File: src/rtl/axi_aw_rr_arbiter.sv
// rtl/axi_aw_rr_arbiter.sv - round-robin AW arbiter with W-routing select FIFO and outstanding limit
// Define AXI_ARB_STALL_CNT_EN to add the stall_cnt_o blocked-cycle counter.
module axi_aw_rr_arbiter #(
  parameter int NUM_REQ      = 4,
  parameter int MAX_TRANS    = 8,
  parameter int W_FIFO_DEPTH = 4
) (
  input  logic                       clk_i,
  input  logic                       rst_i,
  input  logic [NUM_REQ-1:0]         req_valid_i,
  output logic [NUM_REQ-1:0]         req_ready_o,
  output logic                       mst_aw_valid_o,
  input  logic                       mst_aw_ready_i,
  output logic [$clog2(NUM_REQ)-1:0] aw_sel_o,
  output logic [$clog2(NUM_REQ)-1:0] w_sel_o,
  output logic                       w_sel_valid_o,
  input  logic                       w_last_hs_i,
`ifdef AXI_ARB_STALL_CNT_EN
  output logic [15:0]                stall_cnt_o,
`endif
  input  logic                       b_hs_i
);

  localparam int SEL_W = $clog2(NUM_REQ);
  localparam int CNT_W = $clog2(MAX_TRANS + 1);
  localparam int OCC_W = $clog2(W_FIFO_DEPTH + 1);
  localparam int PTR_W = (W_FIFO_DEPTH > 1) ? $clog2(W_FIFO_DEPTH) : 1;

  typedef enum logic {IDLE, LOCK} state_t;

  state_t             state_q, state_d;
  logic [SEL_W-1:0]   ptr_q;
  logic [SEL_W-1:0]   aw_sel_q;
  logic [SEL_W-1:0]   rr_idx;
  logic [SEL_W-1:0]   winner;
  logic               rr_found;
  logic               win_exists;
  logic               grant_allowed;
  logic               aw_hs;
  logic [CNT_W-1:0]   out_cnt_q;
  logic [SEL_W-1:0]   fifo_mem [W_FIFO_DEPTH];
  logic [PTR_W-1:0]   wr_ptr_q, rd_ptr_q;
  logic [OCC_W-1:0]   occ_q;
  logic               fifo_full, fifo_empty;
  logic               push, pop;

  assign fifo_full     = (occ_q == OCC_W'(W_FIFO_DEPTH));
  assign fifo_empty    = (occ_q == '0);
  assign grant_allowed = (out_cnt_q < CNT_W'(MAX_TRANS)) && !fifo_full;

  // First asserted request at or after ptr_q, wrapping modulo NUM_REQ.
  always_comb begin
    int               k;
    logic [SEL_W-1:0] kk;
    rr_found = 1'b0;
    rr_idx   = '0;
    k        = 0;
    kk       = '0;
    for (int i = 0; i < NUM_REQ; i++) begin
      k = int'(ptr_q) + i;
      if (k >= NUM_REQ) k = k - NUM_REQ;
      kk = SEL_W'(k);
      if (!rr_found && req_valid_i[kk]) begin
        rr_found = 1'b1;
        rr_idx   = kk;
      end
    end
  end

  always_comb begin
    state_d     = state_q;
    winner      = rr_idx;
    win_exists  = 1'b0;
    req_ready_o = '0;
    case (state_q)
      IDLE: begin
        winner     = rr_idx;
        win_exists = grant_allowed && rr_found;
      end
      LOCK: begin
        winner     = aw_sel_q;
        win_exists = 1'b1;
      end
      default: ;
    endcase
    // Reset is asynchronous, so the combinational grant must vanish with it.
    if (rst_i) win_exists = 1'b0;
    mst_aw_valid_o = win_exists && req_valid_i[winner];
    aw_hs          = mst_aw_valid_o && mst_aw_ready_i;
    if (win_exists) req_ready_o[winner] = mst_aw_ready_i;
    aw_sel_o = win_exists ? winner : aw_sel_q;
    if (aw_hs)           state_d = IDLE;
    else if (win_exists) state_d = LOCK;
  end

  always_ff @(posedge clk_i or posedge rst_i) begin
    if (rst_i) begin
      state_q  <= IDLE;
      ptr_q    <= '0;
      aw_sel_q <= '0;
    end else begin
      state_q <= state_d;
      if (win_exists) aw_sel_q <= winner;
      if (aw_hs) ptr_q <= (winner == SEL_W'(NUM_REQ - 1)) ? '0 : winner + SEL_W'(1);
    end
  end

  always_ff @(posedge clk_i or posedge rst_i) begin
    if (rst_i) begin
      out_cnt_q <= '0;
    end else begin
      if (aw_hs && !(b_hs_i && out_cnt_q != '0))
        out_cnt_q <= out_cnt_q + CNT_W'(1);
      else if (!aw_hs && b_hs_i && out_cnt_q != '0)
        out_cnt_q <= out_cnt_q - CNT_W'(1);
    end
  end

  // A handshake only happens while grant is allowed, so push never sees a full FIFO.
  assign push = aw_hs;
  assign pop  = w_last_hs_i && !fifo_empty;

  always_ff @(posedge clk_i or posedge rst_i) begin
    if (rst_i) begin
      wr_ptr_q <= '0;
      rd_ptr_q <= '0;
      occ_q    <= '0;
      for (int i = 0; i < W_FIFO_DEPTH; i++) fifo_mem[i] <= '0;
    end else begin
      if (push) begin
        fifo_mem[wr_ptr_q] <= winner;
        wr_ptr_q <= (wr_ptr_q == PTR_W'(W_FIFO_DEPTH - 1)) ? '0 : wr_ptr_q + PTR_W'(1);
      end
      if (pop) begin
        rd_ptr_q <= (rd_ptr_q == PTR_W'(W_FIFO_DEPTH - 1)) ? '0 : rd_ptr_q + PTR_W'(1);
      end
      case ({push, pop})
        2'b10:   occ_q <= occ_q + OCC_W'(1);
        2'b01:   occ_q <= occ_q - OCC_W'(1);
        default: occ_q <= occ_q;
      endcase
    end
  end

  assign w_sel_valid_o = !fifo_empty;
  assign w_sel_o       = fifo_empty ? '0 : fifo_mem[rd_ptr_q];

`ifdef AXI_ARB_STALL_CNT_EN
  always_ff @(posedge clk_i or posedge rst_i) begin
    if (rst_i) begin
      stall_cnt_o <= '0;
    end else if ((|req_valid_i) && !grant_allowed && stall_cnt_o != 16'hFFFF) begin
      stall_cnt_o <= stall_cnt_o + 16'd1;
    end
  end
`endif

endmodule
File: config.mk
export PLATFORM = sky130hd
export DESIGN_NAME = axi_aw_rr_arbiter
export DESIGN_NICKNAME = d
export VERILOG_FILES = /design/src/rtl/axi_aw_rr_arbiter.sv
export SDC_FILE = /design/constraint.sdc
export NUM_CORES = 1
export LEC_CHECK = 0
export BUFFER_PORTS_ARGS = -buffer_cell sky130_fd_sc_hd__buf_4
export CAP_MARGIN = 15
export CORE_UTILIZATION = 40
export DETAILED_ROUTE_END_ITERATION = 12
export PLACE_DENSITY = 0.6
export SYNTH_ARGS = -nofsm -noshare
export SYNTH_HDL_FRONTEND = slang
export SYNTH_SLANG_ARGS = --single-unit
File: constraint.sdc
create_clock -name clk_i -period 4.44 [get_ports clk_i]
set_input_delay 0.222 -clock clk_i [delete_from_list [all_inputs] [get_ports clk_i]]
set_output_delay 0.222 -clock clk_i [all_outputs]
set_load 0.05 [all_outputs]
==> flow_summary.toml, run 1 <==
[synthesis]
synth_seq_cells = 24
yosysWarnings = 0
ys.flop_type = "dfrtp_1"
synth_most_common_cell = "dfrtp_1"
synth.net_count = 160
netlist_top_cells_count = "24 x dfrtp_1, 13 x inv_1, 12 x mux2_2"
synth_edf_count = 0
netlist-cell-type-count = 43
async_reset_ff_frac = 1.00
syn_area_per_cell_um2 = 10.9
yosysSeqAreaShare = 0.395
synth_top_area_frac = 0.395
synth.area.top_cells = "dfrtp_1 40%, mux2_2 8.9%, ha_1 7.4%"
syn_inst = 140
syn_area_um2 = 1520
synth_top_cell_by_area = "dfrtp_1"

[power]
p_per_area_nw_per_um2 = 818
ir_worst_vdd_mv = 0.544
power.leakage_nw = 0.814

[clock_tree]
h-tree-depth = 1
path_clk_slew_ps = 90
cts_resized = 0
clock_latency_ps = 270
cts_buffers = 3
cts.sinks = 24
clk_path_buf_depth = 2
cts_tree = "done"
ctsHoldBuffers = 0
cts_setup_buffers = 0
root_buffer = "clkbuf_8"

[worst_setup_path]
crit_buf_inv = 0
rrSetupSlack_ps = 1020
critPathKind = "reg2reg"
slowest_stage = "nor3_4"
critical-path-max-stage-delay_ps = 590
crit_fanout = 17
critPathLaunchType = "flip-flop"
cp.arrival_ps = 3610
end_kind = "flip-flop"
worstPathCellList = "nor2_1 > a41oi_1 > o21a_1 > nand2_1 > nor3_4 > nand2_1 > ha_1 > a21o_1 > a21oi_1 > and2_1 > mux2i_1 > mux2i_1"
crit_required_ps = 4630
cp_top_family = "simple AND/OR/NAND/NOR gates"

[layout]
nets = 181
seqCellArea_um2 = 601
diodes = 0
multi_input_area_um2 = 846
fillers = 336
fin_cells = 208
layout-drive-gt1-share = 0.269
final_util = 0.485
syn2layout_area_growth_pct = 16.7
final_area_um2 = 1770

[floorplanning]
fp.coreArea_um2 = 3660
rows = 22
die-area_um2 = 4050
fp.dieH_um = 63.7
die_w_um = 63.7
io_pins = 19
initial_utilization = 0.415

[placed_design]
placed_area_um2 = 1700
gp_congestion = 0.807
port_buffers = 18
hpwlAfterDp_mm = 2.22
dp.cells = 204

[route]
drt_iter0_drc = 45
viasPerCell = 5.25
wirelength_mm = 2.91
final_antenna_net_count = 0
vias = 1093
wl_per_cell_um = 14.0
route.detailed.drc = 0
drtPass1Iterations = 4

[sta]
tns_ps = 0
drv_slew = 0
hold_violations = 0
min_period_over_period = 0.771
worst_slew_pin_slew_ps = 916
clock_skew_ps = 4.66
maxSlewHeadroom = 0.389
min_period_ps = 3420
finalSetupViolCount = 0
rsz0062_at_grt = "no"
max_freq_mhz = 292

[grt]
grt_pass1_vias = 1101
globalRoute.totalOverflow = 0
antenna_found_initial = 0
grt_max_degree = 25
grt_util_all_layers = 0.161
grt_first_pass_wirelength_mm = 5.10

[worst_hold_path]
hold_path_class = "in2async"

[status]
status = "complete, no violations"

[run]
maxCapViolations = 0
==> stage by stage <==
stage	hold slack [ps]	power [W]	setup WS, ps
final	165	0.00145	1020
after global placement	481	0.00125	1280
after CTS	201	0.00147	1000
after floorplan	237	0.00108	1540
after detailed placement	485	0.00127	1030
after global routing	231	0.00157	721
==> worst register-to-register path, delay by kind of cell, from the launching register on <==
kind                     cells  cell delay, ps
adder cells (fa/ha/maj)      1             330
AND/OR/NAND/NOR              5            1330
AO/OA/AOI/OAI                4             960
multiplexers                 2             210
flip-flops                   1             530
==> registers in the layout, summed over array words and instances (netlist names) <==
register	flops
aw_sel_q	2
fifo_mem	8
occ_q	3
out_cnt_q	4
ptr_q	2
rd_ptr_q	2
state_q	1
wr_ptr_q	2
==> where the power goes <==
| part | internal [W] | switching (W) | total, W | leakage (nW) |
|---|---|---|---|---|
| logic | 0.000350 | 0.000472 | 0.000822 | 0.492 |
| registers | 0.000329 | 0.000108 | 0.000438 | 0.286 |
| clock network | 0.000121 | 0.0000716 | 0.000192 | 0.0357 |
| total | 0.000800 | 0.000652 | 0.00145 | 0.814 |
==> placed cells by master (no fill, tap or decap), types with 3 or more instances in the layout <==
cell type	synthesis	final
buf_4	1	18
mux2i_1	4	4
nand3_1	5	5
mux2_2	12	12
ha_1	9	9
dfrtp_1	24	24
xor2_1	3	3
a21oi_1	5	5
and2_1	3	3
nand2_1	11	11
nor2_1	9	9
inv_1	13	13
clkbuf_8	0	3
==> path summary, 6_finish.rpt <==
check	startpoint	to	cells past startpoint
max in group asynchronous	rst_i	occ_q[2]	2
min in group clk_i	w_last_hs_i	rd_ptr_q[0]	3
max	state_q	out_cnt_q[3]	12
max reg2reg	state_q	out_cnt_q[3]	12
min reg2reg	occ_q[2]	occ_q[2]	1
min	rst_i	state_q	2
==> per-layer routing <==
layer,vias up,GRT usage,wire length (µm)
li1,527,-,-
met3,6,0.0380,123
met5,-,0,0
met1,540,0.204,1350
met4,0,0.0426,40
met2,20,0.273,1390
==> area by class of cell <==
type                       instances  share of cell area
clock inverter                     1              0.0169
multi-input combinational         99               0.477
sequential                        24               0.339
tap                               48              0.0339
timing repair buffer              18              0.0762
inverter                          15              0.0346
clock buffer                       3              0.0233
==> logic make-up after synthesis <==
kind of cell,count (synthesis),synth area share
fa+ha+maj,12,0.107
flops,24,0.395
xor+xnor,6,0.0395
simple gates,40,0.135
mux,20,0.160
compound gates,21,0.115
buf+inv,17,0.0486
Note: power is estimated with default switching activity, not from simulation.
==> inputs of run 2 (changes only) <==
Clock period 4.44 ns to 3.16 ns, I/O delays scaled along.
==> flow_summary.toml, run 2 (synthesis gave the netlist of run 1 again) <==
[status]
status = "complete, no violations"

[grt]
grt_util_all_layers = 0.163
globalRoute.totalOverflow = 0
grt.busiest_layer = "met2"
grt_use_met3 = 0.0399
grt_pass1_vias = 1169
grt_first_pass_wirelength_mm = 5.22
grt_max_degree = 25
antenna_found_initial = 0
met2_usage = 0.277
gr-usage-met1 = 0.197

[layout]
syn2layout_area_growth_pct = 17.2
biggestRegsByFlops = "fifo_mem: 8 flops, out_cnt_q: 4 flops, occ_q: 3 flops"
final_common_cell = "dfrtp_1"
fillers = 351
nets = 184
layout-drive-gt1-share = 0.288
largest_reg_flops = 8
top_register = "fifo_mem"
layout_common_cells = "23 x dfrtp_1, 21 x buf_4, 13 x inv_1"
diodes = 0

[worst_setup_path]
critical-path-max-stage-delay_ps = 460
slowest_stage = "dfrtp_2"
worstPathCellList = "nand2b_1 > a21oi_1 > o311a_4 > clkinv_4 > a211oi_4 > nor3_4 > buf_4 > inv_1 > ha_1 > inv_1 > fa_1 > xor2_1 > nor2_1 > xor2_1"
crit_required_ps = 3350
cp.arrival_ps = 3120
critPathLaunchType = "flip-flop"
r2r_start = "ptr_q[1]"
critPathLaunch = "ptr_q[1]"
critPathKind = "reg2reg"
crit_buf_inv = 4
end_kind = "flip-flop"
cp_top_family = "compound AO/OA/AOI/OAI gates"
crit_fanout = 16

[floorplanning]
fp.coreArea_um2 = 3660
fp.dieH_um = 63.7
io_pins = 19
rows = 22
initial_utilization = 0.415
die-area_um2 = 4050
die_w_um = 63.7

[power]
power.leakage_nw = 0.821
sw_frac_of_total = 0.458
p_comb_frac = 0.593
power.switching_w = 0.000919
p_int_w = 0.00109
ir_worst_vdd_mv = 0.724
seqPwrFrac = 0.305
p_per_area_nw_per_um2 = 1130
clockPowerShare = 0.102

[worst_hold_path]
hold_path_class = "in2async"

[placed_design]
port_buffers = 18
hpwlAfterDp_mm = 2.31
gp_congestion = 0.861

[sta]
tns_ps = 0
drv_slew = 0
maxSlewHeadroom = 0.377
max_freq_mhz = 341
finalSetupViolCount = 0
worst_slew_pin_slew_ps = 934
clock_skew_ps = 4.41
rsz0062_at_grt = "no"
hold_ws_ps = 112
min_period_over_period = 0.928
min_period_ps = 2930
hold_violations = 0

[route]
drt_iter0_drc = 98
viasPerCell = 5.18
route.detailed.drc = 0
wl_per_cell_um = 13.6
drtPass1Iterations = 4
final_antenna_net_count = 0
vias = 1094
wirelength_mm = 2.88

[clock_tree]
clk_path_buf_depth = 2
clock_latency_ps = 260
cts.sinks = 24
path_clk_slew_ps = 80
ctsHoldBuffers = 0
root_buffer = "clkbuf_8"
cts_setup_buffers = 0
cts_tree = "done"
h-tree-depth = 1
cts_buffers = 3

[run]
maxCapViolations = 0
## run 2: changes by cell type in the layout (fill, tap and decap cells not counted)
| cell | previous run | this run |
|---|---|---|
| dfrtp_1 | 24 | 23 |
| bufinv_16 | 1 | 0 |
| clkbuf_8 | 3 | 4 |
| buf_4 | 18 | 21 |
| dfrtp_2 | 0 | 1 |
## run 2: cell type report
class | count | area [µm²] | share of cell area
inverter | 15 | 61.3 | 0.0344
tap | 48 | 60.1 | 0.0337
timing repair buffer | 21 | 158 | 0.0885
sequential | 24 | 602 | 0.338
clock buffer | 4 | 55.1 | 0.0309
multi-input combinational | 99 | 846 | 0.475
## run 2: stage by stage
step                area, µm²  power, W  utilization  instances  worst slack [ps]
global route             1780   0.00218        0.487        211              14.7
floorplan                1520   0.00151            -        140               262
detailed placement       1730   0.00182        0.471        207               212
CTS                      1780   0.00203        0.486        211               194
global placement         1730   0.00177        0.471        207               301
finish                   1780   0.00201        0.487        211               228
## run 2: power by group through the flow
stage / clock (W) / combinational [W] / sequential [W]
2_1_floorplan: 0 / 0.000946 / 0.000567
3_3_place_gp: 0 / 0.00116 / 0.000608
3_5_place_dp: 0 / 0.00120 / 0.000619
4_1_cts: 0.000212 / 0.00121 / 0.000613
5_1_grt: 0.000225 / 0.00131 / 0.000640
6_report: 0.000205 / 0.00119 / 0.000613
## run 2: timing repair
item / in CTS / in global routing
resized for setup: 0 / 1
hold endpoints to repair: 0 / 0
setup endpoints to repair: 0 / 1
## run 2: worst paths after layout
kind,end,slack [ps],cells after the start
worst min register to register,occ_q[2],500,1
worst min-delay path,out_cnt_q[1],110,2
worst max register to register,occ_q[2],230,14
max in group asynchronous,ptr_q[1],2410,2
worst max-delay path,occ_q[2],230,14
min in group clk_i,rd_ptr_q[0],270,3
## run 2: per-layer routing
layer,wire (µm),up-vias,share of wire
li1,-,531,-
met1,1250,527,0.43
met2,1420,30,0.49
met3,157,6,0.055
met4,53,0,0.018
met5,0,-,0
## run 2: worst reg2reg max path: cells and delay by family (launching register included)
family          cells  cell delay [ps]
buf+inv             4              430
flops               1              460
compound gates      3              750
simple gates        3              370
fa+ha+maj           2              550
xor+xnor            2              310
==> inputs of run 3 (changes only) <==
Settings changed: CORE_UTILIZATION 40 to 57, PLACE_DENSITY 0.6 to 0.8, TNS_END_PERCENT set to 20.
==> flow_summary.toml, run 3 (synthesis gave the netlist of run 1 again) <==
[placed_design]
hpwlAfterDp_mm = 2.15
placed_area_um2 = 1700
port_buffers = 18
post-place-ws_ps = 194
gp_congestion = 0.758

[sta]
tns_ps = 0
worst_slew_pin_slew_ps = 919
finalSetupViolCount = 0
setup_ws_ps = 196
min_period_ps = 2960
max_freq_mhz = 337
hold_ws_ps = 46.6
rsz0062_at_grt = "no"
drv_slew = 0
maxSlewHeadroom = 0.386
clock_skew_ps = 3.97
hold_violations = 0
min_period_over_period = 0.938

[status]
status = "complete, no violations"

[worst_setup_path]
critPathKind = "reg2reg"
crit_buf_inv = 4
r2r_start = "state_q"
critPathLaunchType = "flip-flop"
cp_top_family = "compound AO/OA/AOI/OAI gates"
end_kind = "flip-flop"
critical-path-max-stage-delay_ps = 510
rr_worst_depth = 15
crit_fanout = 16
slowest_stage = "dfrtp_1"
worstPathCellList = "nor2b_1 > a31oi_1 > nand2_1 > a21oi_4 > inv_2 > a211oi_4 > nor3_4 > buf_4 > inv_1 > ha_1 > inv_1 > fa_1 > xor2_1 > nor2_1 > xor2_1"
timing.rr.end = "occ_q[2]"
cp.arrival_ps = 3210
rrSetupSlack_ps = 200
crit_required_ps = 3410

[power]
p_comb_frac = 0.587
clockPowerShare = 0.110
p_int_w = 0.00110
seqPwrFrac = 0.303
power.switching_w = 0.000910
sw_frac_of_total = 0.453
power.leakage_nw = 0.815
p_per_area_nw_per_um2 = 1150
ir_worst_vdd_mv = 0.772

[layout]
biggestRegsByFlops = "fifo_mem: 8 flops, out_cnt_q: 4 flops, occ_q: 3 flops"
multi_input_area_um2 = 846
nets = 183
final_area_um2 = 1750
final_util = 0.700
syn2layout_area_growth_pct = 15.1
final_common_cell = "dfrtp_1"
fillers = 212
top_register = "fifo_mem"
layout-drive-gt1-share = 0.284
seqCellArea_um2 = 602
layout_common_cells = "23 x dfrtp_1, 20 x buf_4, 13 x inv_1"
largest_reg_flops = 8
diodes = 0

[route]
drt_iter0_drc = 19
viasPerCell = 5.74
wl_per_cell_um = 14.3
wirelength_mm = 2.74
final_antenna_net_count = 0
vias = 1103
route.detailed.drc = 0
drtPass1Iterations = 4

[clock_tree]
ctsHoldBuffers = 0
path_clk_slew_ps = 130
root_buffer = "clkbuf_4"
h-tree-depth = 1
clk_path_buf_depth = 2
clock_latency_ps = 310
cts.sinks = 24
cts_tree = "done"
cts_buffers = 3

[grt]
antenna_found_initial = 0
grt_util_all_layers = 0.210
grt_max_degree = 25
grt_first_pass_wirelength_mm = 4.30
grt_pass1_vias = 1012
globalRoute.totalOverflow = 0

[run]
maxCapViolations = 0

[floorplanning]
io_pins = 19
fp.coreArea_um2 = 2500
die_w_um = 53.6
rows = 18
initial_utilization = 0.608
fp.dieH_um = 53.6
die-area_um2 = 2880

[worst_hold_path]
hold_path_class = "in2async"
==> run 3: cell types whose count changed in the layout (fill, tap and decap cells not counted) <==
cell,change
bufinv_16,+1
clkbuf_4,+3
buf_4,-1
clkbuf_8,-4
==> run 3: stage by stage <==
stage,total power [W],std cells
2_1_floorplan,0.00151,140
3_3_place_gp,0.00175,188
3_5_place_dp,0.00180,188
4_1_cts,0.00203,192
5_1_grt,0.00216,192
6_report,0.00201,192
==> run 3: worst max path at each step <==
stage / start / to / slack (ps) / cells past startpoint
final: state_q / occ_q[2] / 200 / 15
after global routing: state_q / occ_q[2] / 5 / 15
after CTS: state_q / occ_q[2] / 170 / 15
after detailed placement: ptr_q[1] / occ_q[2] / 190 / 14
after global placement: ptr_q[1] / occ_q[2] / 280 / 14
after floorplan: ptr_q[1] / out_cnt_q[3] / 260 / 14
==> run 3: power groups by stage <==
| stage | clock network [W] | logic (W) | registers (W) |
|---|---|---|---|
| after floorplan | 0 | 0.000946 | 0.000567 |
| after global placement | 0 | 0.00115 | 0.000606 |
| after detailed placement | 0 | 0.00118 | 0.000615 |
| after CTS | 0.000225 | 0.00119 | 0.000608 |
| after global routing | 0.000236 | 0.00129 | 0.000638 |
| final | 0.000221 | 0.00118 | 0.000609 |
==> run 3: routing by layer <==
layer | GRT usage | vias up | part of all wire
met4 | 0.0658 | 0 | 0.0055
met2 | 0.373 | 27 | 0.50
met3 | 0.0339 | 2 | 0.041
met1 | 0.259 | 536 | 0.45
li1 | - | 538 | -
met5 | 0 | - | 0
==> run 3: repair_timing <==
action | CTS | global route
endpoints found under the setup margin | 0 | 1
gates resized for setup | 0 | 1
buffers inserted | 0 | 0
==> run 3: cell type report <==
cell class / count / share of cell area
Clock buffer: 3 / 0.0129
Clock inverter: 1 / 0.0172
Inverter: 15 / 0.0351
Multi-Input combinational cell: 99 / 0.484
Sequential cell: 24 / 0.344
Tap cell: 30 / 0.0215
Timing Repair Buffer: 20 / 0.0858
